==> config.mk <==
export PLATFORM = sky130hd
export DESIGN_NAME = cromatic_sequencer
export DESIGN_NICKNAME = d
export VERILOG_FILES = /design/src/rtl/cromatic_sequencer.sv
export SDC_FILE = /design/constraint.sdc
export NUM_CORES = 1
export LEC_CHECK = 0
export ABC_CLOCK_PERIOD_IN_PS = 6000
export CAP_MARGIN = 20
export CORE_ASPECT_RATIO = 1.2
export CORE_MARGIN = 4
export CORE_UTILIZATION = 59
export CTS_BUF_LIST = sky130_fd_sc_hd__clkbuf_8
export CTS_CLUSTER_SIZE = 12
export DETAILED_ROUTE_END_ITERATION = 16
export HOLD_SLACK_MARGIN = 0.02
export PLACE_DENSITY = 0.81
export SYNTH_ARGS = -nofsm -noshare
export SYNTH_HDL_FRONTEND = slang
export SYNTH_SLANG_ARGS = --single-unit
export TNS_END_PERCENT = 30
==> constraint.sdc <==
create_clock -name clk -period 6 [get_ports clk]
set_input_delay 1.5 -clock clk [delete_from_list [all_inputs] [get_ports clk]]
set_output_delay 1.5 -clock clk [all_outputs]
set_load 0.01 [all_outputs]
==> src/rtl/cromatic_sequencer.sv <==
// RGB hue-wheel PWM generator: six linear ramp phases, global brightness scale,
// duty updates only at PWM period boundaries so the outputs never glitch.
module cromatic_sequencer #(
  parameter int unsigned PWM_BITS = 8,
  parameter int unsigned STEP_DIV = 19531
) (
  input  logic                clk,
  input  logic                rst_n,
  input  logic                run,
  input  logic                step,
  input  logic [PWM_BITS-1:0] bright,
  output logic                R_pwm_output,
  output logic                G_pwm_output,
  output logic                B_pwm_output,
  output logic [2:0]          phase,
  output logic                sweep_done
);

  localparam logic [PWM_BITS-1:0] Max       = '1;
  localparam int unsigned         TimerW    = (STEP_DIV > 1) ? $clog2(STEP_DIV) : 1;
  localparam logic [TimerW-1:0]   TimerLast = TimerW'(STEP_DIV - 1);

  typedef enum logic [2:0] {
    StP0 = 3'd0,
    StP1 = 3'd1,
    StP2 = 3'd2,
    StP3 = 3'd3,
    StP4 = 3'd4,
    StP5 = 3'd5
  } phase_e;

  phase_e              phase_q, phase_d;
  logic [PWM_BITS-1:0] ramp_q, ramp_d;
  logic [TimerW-1:0]   timer_q, timer_d;
  logic [PWM_BITS-1:0] cnt_q;
  logic [PWM_BITS-1:0] tgt_r, tgt_g, tgt_b;
  logic [PWM_BITS-1:0] duty_r_q, duty_g_q, duty_b_q;
  logic                r_pwm_q, g_pwm_q, b_pwm_q;
  logic                sweep_done_q;
  logic                tick;
  logic                ramp_wrap;

  // (t * (b + 1)) >> PWM_BITS, written as t*b + t to keep every operand the same width.
  function automatic logic [PWM_BITS-1:0] scale(input logic [PWM_BITS-1:0] t,
                                                input logic [PWM_BITS-1:0] b);
    logic [2*PWM_BITS:0] p;
    p = ({{(PWM_BITS+1){1'b0}}, t} * {{(PWM_BITS+1){1'b0}}, b})
      + {{(PWM_BITS+1){1'b0}}, t};
    return p[2*PWM_BITS-1:PWM_BITS];
  endfunction

  // While paused the timer freezes and only the step pulse can advance the ramp.
  assign tick      = run ? (timer_q == TimerLast) : step;
  assign ramp_wrap = tick && (ramp_q == Max);

  // State register
  always_ff @(posedge clk) begin
    if (!rst_n) begin
      phase_q <= StP0;
      ramp_q  <= '0;
      timer_q <= '0;
    end else begin
      phase_q <= phase_d;
      ramp_q  <= ramp_d;
      timer_q <= timer_d;
    end
  end

  // Next-state logic
  always_comb begin
    phase_d = phase_q;
    ramp_d  = ramp_q;
    timer_d = timer_q;
    if (run) begin
      timer_d = tick ? '0 : timer_q + 1'b1;
    end
    if (tick) begin
      if (ramp_wrap) begin
        ramp_d = '0;
        unique case (phase_q)
          StP0:    phase_d = StP1;
          StP1:    phase_d = StP2;
          StP2:    phase_d = StP3;
          StP3:    phase_d = StP4;
          StP4:    phase_d = StP5;
          StP5:    phase_d = StP0;
          default: phase_d = StP0;
        endcase
      end else begin
        ramp_d = ramp_q + 1'b1;
      end
    end
  end

  // Output logic: per-phase target duties
  always_comb begin
    tgt_r = '0;
    tgt_g = '0;
    tgt_b = '0;
    unique case (phase_q)
      StP0: begin tgt_r = Max;          tgt_g = ramp_q;       tgt_b = '0;           end
      StP1: begin tgt_r = Max - ramp_q; tgt_g = Max;          tgt_b = '0;           end
      StP2: begin tgt_r = '0;           tgt_g = Max;          tgt_b = ramp_q;       end
      StP3: begin tgt_r = '0;           tgt_g = Max - ramp_q; tgt_b = Max;          end
      StP4: begin tgt_r = ramp_q;       tgt_g = '0;           tgt_b = Max;          end
      StP5: begin tgt_r = Max;          tgt_g = '0;           tgt_b = Max - ramp_q; end
      default: begin tgt_r = '0;        tgt_g = '0;           tgt_b = '0;           end
    endcase
  end

  // PWM datapath; duties reload only on the last count of each period.
  always_ff @(posedge clk) begin
    if (!rst_n) begin
      cnt_q        <= '0;
      duty_r_q     <= '0;
      duty_g_q     <= '0;
      duty_b_q     <= '0;
      r_pwm_q      <= 1'b0;
      g_pwm_q      <= 1'b0;
      b_pwm_q      <= 1'b0;
      sweep_done_q <= 1'b0;
    end else begin
      cnt_q        <= cnt_q + 1'b1;
      r_pwm_q      <= cnt_q < duty_r_q;
      g_pwm_q      <= cnt_q < duty_g_q;
      b_pwm_q      <= cnt_q < duty_b_q;
      sweep_done_q <= ramp_wrap && (phase_q == StP5);
      if (cnt_q == Max) begin
        duty_r_q <= scale(tgt_r, bright);
        duty_g_q <= scale(tgt_g, bright);
        duty_b_q <= scale(tgt_b, bright);
      end
    end
  end

  assign R_pwm_output = r_pwm_q;
  assign G_pwm_output = g_pwm_q;
  assign B_pwm_output = b_pwm_q;
  assign phase        = phase_q;
  assign sweep_done   = sweep_done_q;

endmodule

==> impl_metrics.ini, run 1 <==
[worst_hold_path]
holdPathEnd = duty_g_q[3]
min_path_cells = 2
hold_class = register to register
hold_start = duty_g_q[3]

[worst_setup_path]
start_kind = input port
critPathMaxFanout = 16
r2r_start = phase[1]
rrSetupSlack_ps = 370
cp-end-kind = register
worstPathArrival_ps = 6110
r2r_end = duty_g_q[6]
critPathTopFamily = adder cells
path_cells = clkdlybuf4s50_1 > buf_12 > nand2_1 > fa_1 > fa_1 > inv_1 > fa_1 > inv_1 > fa_1 > inv_1 > ha_1 > a21oi_2 > o21a_1 > o311a_1 > nand2_2 > a21oi_2 > or4b_1 > nand3_1
critPathKind = input port to register
cp.depth = 18
crit_top_cell = fa_1
cpMaxStageDelayCell = fa_1
max_stage_delay_ps = 530
path_buf_inv = 5
crit_required_ps = 6300
reg2reg_depth = 18

[floorplanning]
die_area_sq_mm = 0.0185
core_area_sq_mm = 0.0158
die_h_microns = 148
row_count = 50
die_w_microns = 125
start_util_pct = 60.9
ioPinCount = 19

[synthesis]
synth.ff_latch_count = 62
syn-num-nets = 1347
avgSynthCellArea_sq_um = 8.89
synth.top_cells.by_count = 170 x and2_1, 146 x inv_1, 129 x fa_1
yosysTopAreaCell = fa_1
async_flop_share_pct = 0
synthFlopType = dfxtp_1
ys_types = 62
synth.top_cell.area_share_pct = 26.8
ys_seq_area_share_pct = 12.9
netlist_instances = 1085
synth_most_common_cell = and2_1
synth_edf_count = 0
synth-warning-count = 0
netlist_area_sq_mm = 0.00964
synth_area_leaders = fa_1 27%, ha_1 16%, dfxtp_1 13%, and2_1 11%, inv_1 5.7%

[sta]
maxSlewHeadroom_pct = 55.5
hold_viol = 0
fin_skew_ps = 13.7
finalSetupViolCount = 0
finalSetupTns_ps = 0
slew_violations = 0
max_freq_mhz = 172
period_share_pct = 96.9
tightest_slew_ps = 665
finalCriticalPeriod_ps = 5810

[cts]
clock_sinks = 62
clk_latency_ps = 360
htreeDepth = 3
cts_made_buffers = 9
cts_hold_buf = 0
root_buffer = clkbuf_8
cts_tree = yes
clk_pin_slew_ps = 80
clockBufferDepth = 2

[layout]
synthToLayoutAreaGrowth_pct = 12.1
instances_no_fill = 1375
diodes = 0
layout-drive-gt1-share_pct = 10.6
final_core_util_pct = 68.3
nets = 1424

[placement]
hpwl_microns = 18000
port_buffers = 18
placed_cells = 1356
gp_congestion = 0.900

[status]
status = complete, no violations

[drt]
wl_per_cell_microns = 15.9
drc_errors = 0
via_per_inst = 5.57
finalWirelength_microns = 21900
drt_iter0_drc = 358
ant_nets = 0
drt_pre_antenna_iters = 4
vias = 7657

[global_route]
grt_start_max_net_pins = 28
gr-total-overflow = 0
track_usage_pct = 25.3
grt_pass1_vias = 8343
antenna_found_initial = 0
grt_pass1_wl_microns = 38800

[power_and_ir_drop]
p_leak_nw = 5.33
irDropWorstVdd_v = 0.000196
p_per_area_mw_per_mm2 = 158

[run]
maxCapViolations = 0
==> placed cells by master (no fill, tap or decap), types with 4 or more instances in the layout <==
cell and count:
ha_1 121, nand4_1 11, nor2b_1 10, clkdlybuf4s50_1 13
nor3_1 11, and2_1 170, o21ai_1 4, xor2_1 27
xnor2_1 16, or2_2 7, dlymetal6s2s_1 4, dfxtp_1 62
nand2b_1 8, a21o_1 22, fa_1 129, nor2_1 43
clkinv_4 4, and3_1 9, inv_1 146, buf_4 85
o21ai_0 30, a31oi_1 5, a21oi_1 20, nand3_1 21
o22ai_1 8, a211oi_1 16, clkbuf_8 9, nand2_1 86
==> per-layer routing <==
metal	vias up	share of wire, %	GRT usage [%]
met1	3767	42	30.9
met4	0	2.7	9.76
met2	164	52	46.2
met5	-	0	0
li1	3674	-	-
met3	52	3.1	2.35
==> through the flow <==
step | hold WS, ps | power, mW | worst slack (ps) | cell area, sq um
finish | 460 | 1.71 | 188 | 10800
global route | 506 | 1.85 | -2.98 | 10800
CTS | 468 | 1.71 | 1.35 | 10800
detailed placement | 451 | 1.36 | -327 | 10600
global placement | 440 | 1.34 | -224 | 10600
floorplan | 425 | 1.07 | 307 | 9640
==> where the power goes <==
part | internal, mW | switching [mW] | total (mW)
sequential | 0.417 | 0.00888 | 0.426
clock | 0.153 | 0.181 | 0.335
combinational | 0.428 | 0.518 | 0.946
==> kinds of logic after synthesis <==
family	share of synthesized area [%]
AO/OA/AOI/OAI	10.6
XOR/XNOR	3.91
adder cells (fa/ha/maj)	42.5
buffers and inverters	7.40
flip-flops	12.9
multiplexers	0.208
AND/OR/NAND/NOR	22.5
==> flip-flops by register name, summed over array words and instances, names as in the netlist, 3 cells and up <==
signal	count
duty_r_q	8
timer_q	15
ramp_q	8
duty_b_q	8
cnt_q	8
duty_g_q	8
phase	3
==> tightest hold or removal path: stages (launching register included) <==
cell     delay [ps]
dfxtp_1         330
nand2_1          50
o21ai_0          50
==> timing repair <==
action | CTS | global route
pin swaps | 0 | 1
gates resized for setup | 1 | 7
setup buffers | 0 | 2
endpoints found under the setup margin | 1 | 18
==> worst max path at each step <==
| stage | start | endpoint | slack, ps |
|---|---|---|---|
| 2_1_floorplan | bright[7] | duty_g_q[6] | 310 |
| 3_3_place_gp | bright[5] | duty_r_q[7] | -220 |
| 3_5_place_dp | bright[5] | duty_r_q[7] | -330 |
| 4_1_cts | bright[4] | duty_r_q[7] | 1 |
| 5_1_grt | bright[2] | duty_g_q[6] | -3 |
| 6_report | bright[2] | duty_g_q[6] | 190 |
==> area by class of cell <==
cell class                 instances  area (sq um)
multi-input combinational        837          7690
fill                            1277          5020
sequential                        62          1240
timing repair buffer             106           887
inverter                         146           548
tap                              208           260
clock buffer                       9           124
clock inverter                     7          58.8
Note: power is estimated with default switching activity, not from simulation.
==> inputs of run 2 (changes only) <==
--- a/config.mk
+++ b/config.mk
@@ -8,7 +8,7 @@
 export ABC_CLOCK_PERIOD_IN_PS = 6000
 export CAP_MARGIN = 20
 export CORE_ASPECT_RATIO = 1.2
-export CORE_MARGIN = 4
+export CORE_MARGIN = 2
 export CORE_UTILIZATION = 59
 export CTS_BUF_LIST = sky130_fd_sc_hd__clkbuf_8
 export CTS_CLUSTER_SIZE = 12
==> impl_metrics.ini, run 2 (synthesized netlist as in run 1, its figures left out) <==
[layout]
largest_reg_flops = 15
layout_commonest_cell = and2_1
instances_no_fill = 1379
nets = 1424
mostFrequentLayoutCells = 170 x and2_1, 146 x inv_1, 129 x fa_1, 121 x ha_1, 86 x nand2_1
layout-drive-gt1-share_pct = 10.8
synthToLayoutAreaGrowth_pct = 12.3
diodes = 0
largest_register = timer_q
final_core_util_pct = 67.0
fillers = 1302

[worst_setup_path]
crit_required_ps = 6280
critPathKind = input port to register
cp-end-kind = register
worstPathArrival_ps = 6060
path_cells = clkdlybuf4s50_1 > buf_4 > and2_1 > fa_1 > fa_1 > fa_1 > inv_1 > fa_1 > inv_1 > ha_1 > a21o_1 > a21o_1 > a21oi_1 > o21ai_1 > a221oi_1 > nand4_1 > o221ai_1
critPathMaxFanout = 14
crit_top_cell = fa_1
max_stage_delay_ps = 540
start_kind = input port
cpMaxStageDelayCell = fa_1

[placement]
placed_cells = 1362
gp_congestion = 0.879
port_buffers = 18
hpwl_microns = 17300
dp_slack_ps = -305

[sta]
tightest_slew_ps = 903
finalSetupViolCount = 0
finalCriticalPeriod_ps = 5780
fin_skew_ps = 6.19
max_freq_mhz = 173
slew_violations = 0
maxSlewHeadroom_pct = 39.5
hold_viol = 0
layout_setup_ws_ps = 217
period_share_pct = 96.4
grt_setup_unrepaired = true

[drt]
drt_iter0_drc = 335
wl_per_cell_microns = 15.4
drc_errors = 0
finalWirelength_microns = 21300
via_per_inst = 5.55
drt_pre_antenna_iters = 6
vias = 7650
ant_nets = 0

[floorplanning]
die_area_sq_mm = 0.0174
row_count = 51
core_area_sq_mm = 0.0161
die_w_microns = 121
ioPinCount = 19
die_h_microns = 144
start_util_pct = 59.7

[run]
maxCapViolations = 0

[global_route]
gr-total-overflow = 0
antenna_found_initial = 0
grt_start_max_net_pins = 49
grt_pass1_wl_microns = 37000
track_usage_pct = 26.6
grt_pass1_vias = 8009

[cts]
cts_setup_buffers = 0
clock_sinks = 62
clockBufferDepth = 2
clk_latency_ps = 360
root_buffer = clkbuf_8
cts_made_buffers = 9
cts_tree = yes
clk_pin_slew_ps = 70
htreeDepth = 3

[status]
status = complete, no violations

[power_and_ir_drop]
power_mw = 1.70
p_per_area_mw_per_mm2 = 157
p_leak_nw = 5.34
irDropWorstVdd_v = 0.000168

[worst_hold_path]
hold_class = register to register
==> run 2: layout make-up <==
| type | count | area (sq um) | area share, % |
|---|---|---|---|
| clock buffer | 9 | 124 | 1.14 |
| multi-input combinational | 837 | 7700 | 71.1 |
| sequential | 62 | 1240 | 11.5 |
| timing repair buffer | 106 | 895 | 8.27 |
| tap | 212 | 265 | 2.45 |
| inverter | 146 | 548 | 5.06 |
| clock inverter | 7 | 51.3 | 0.474 |
==> run 2: per-stage QoR <==
stage	area (sq um)	hold slack, ps	TNS (ps)
2_1_floorplan	9640	425	0
3_3_place_gp	10600	438	-2400
3_5_place_dp	10600	444	-3760
4_1_cts	10800	461	0
5_1_grt	10800	500	-61.0
6_report	10800	457	0
==> run 2: layer usage <==
layer / track usage (%) / wire [microns] / vias up
li1: - / - / 3688
met5: 0 / 0 / -
met4: 12.4 / 833 / 0
met1: 32.8 / 8790 / 3754
met2: 46.3 / 10800 / 153
met3: 3.43 / 831 / 55
==> run 2: worst paths after layout <==
check	slack (ps)	start	cells past startpoint	to
worst max-delay path	220	bright[1]	17	duty_b_q[6]
worst min-delay path	460	duty_r_q[4]	2	duty_r_q[4]
worst max register to register	400	phase[0]	20	duty_g_q[6]
worst min register to register	460	duty_r_q[4]	2	duty_r_q[4]
==> run 2: critical path, delay by kind of cell <==
| kind | cells | cell delay [ps] |
|---|---|---|
| AO/OA/AOI/OAI | 6 | 1210 |
| adder cells (fa/ha/maj) | 5 | 2250 |
| buffers and inverters | 4 | 780 |
| AND/OR/NAND/NOR | 2 | 320 |
==> run 2: report_power, final <==
part           internal [mW]  leakage (nW)  switching, mW  total (mW)
sequential             0.417         0.502        0.00954       0.427
combinational          0.427          4.76          0.519       0.946
clock                  0.149        0.0735          0.175       0.324
total                  0.994          5.34          0.703        1.70
==> run 2: timing repair <==
action                                  in CTS  in global routing
resized for setup                            0                 12
hold buffers                                 0                  0
endpoints found under the setup margin       0                 18
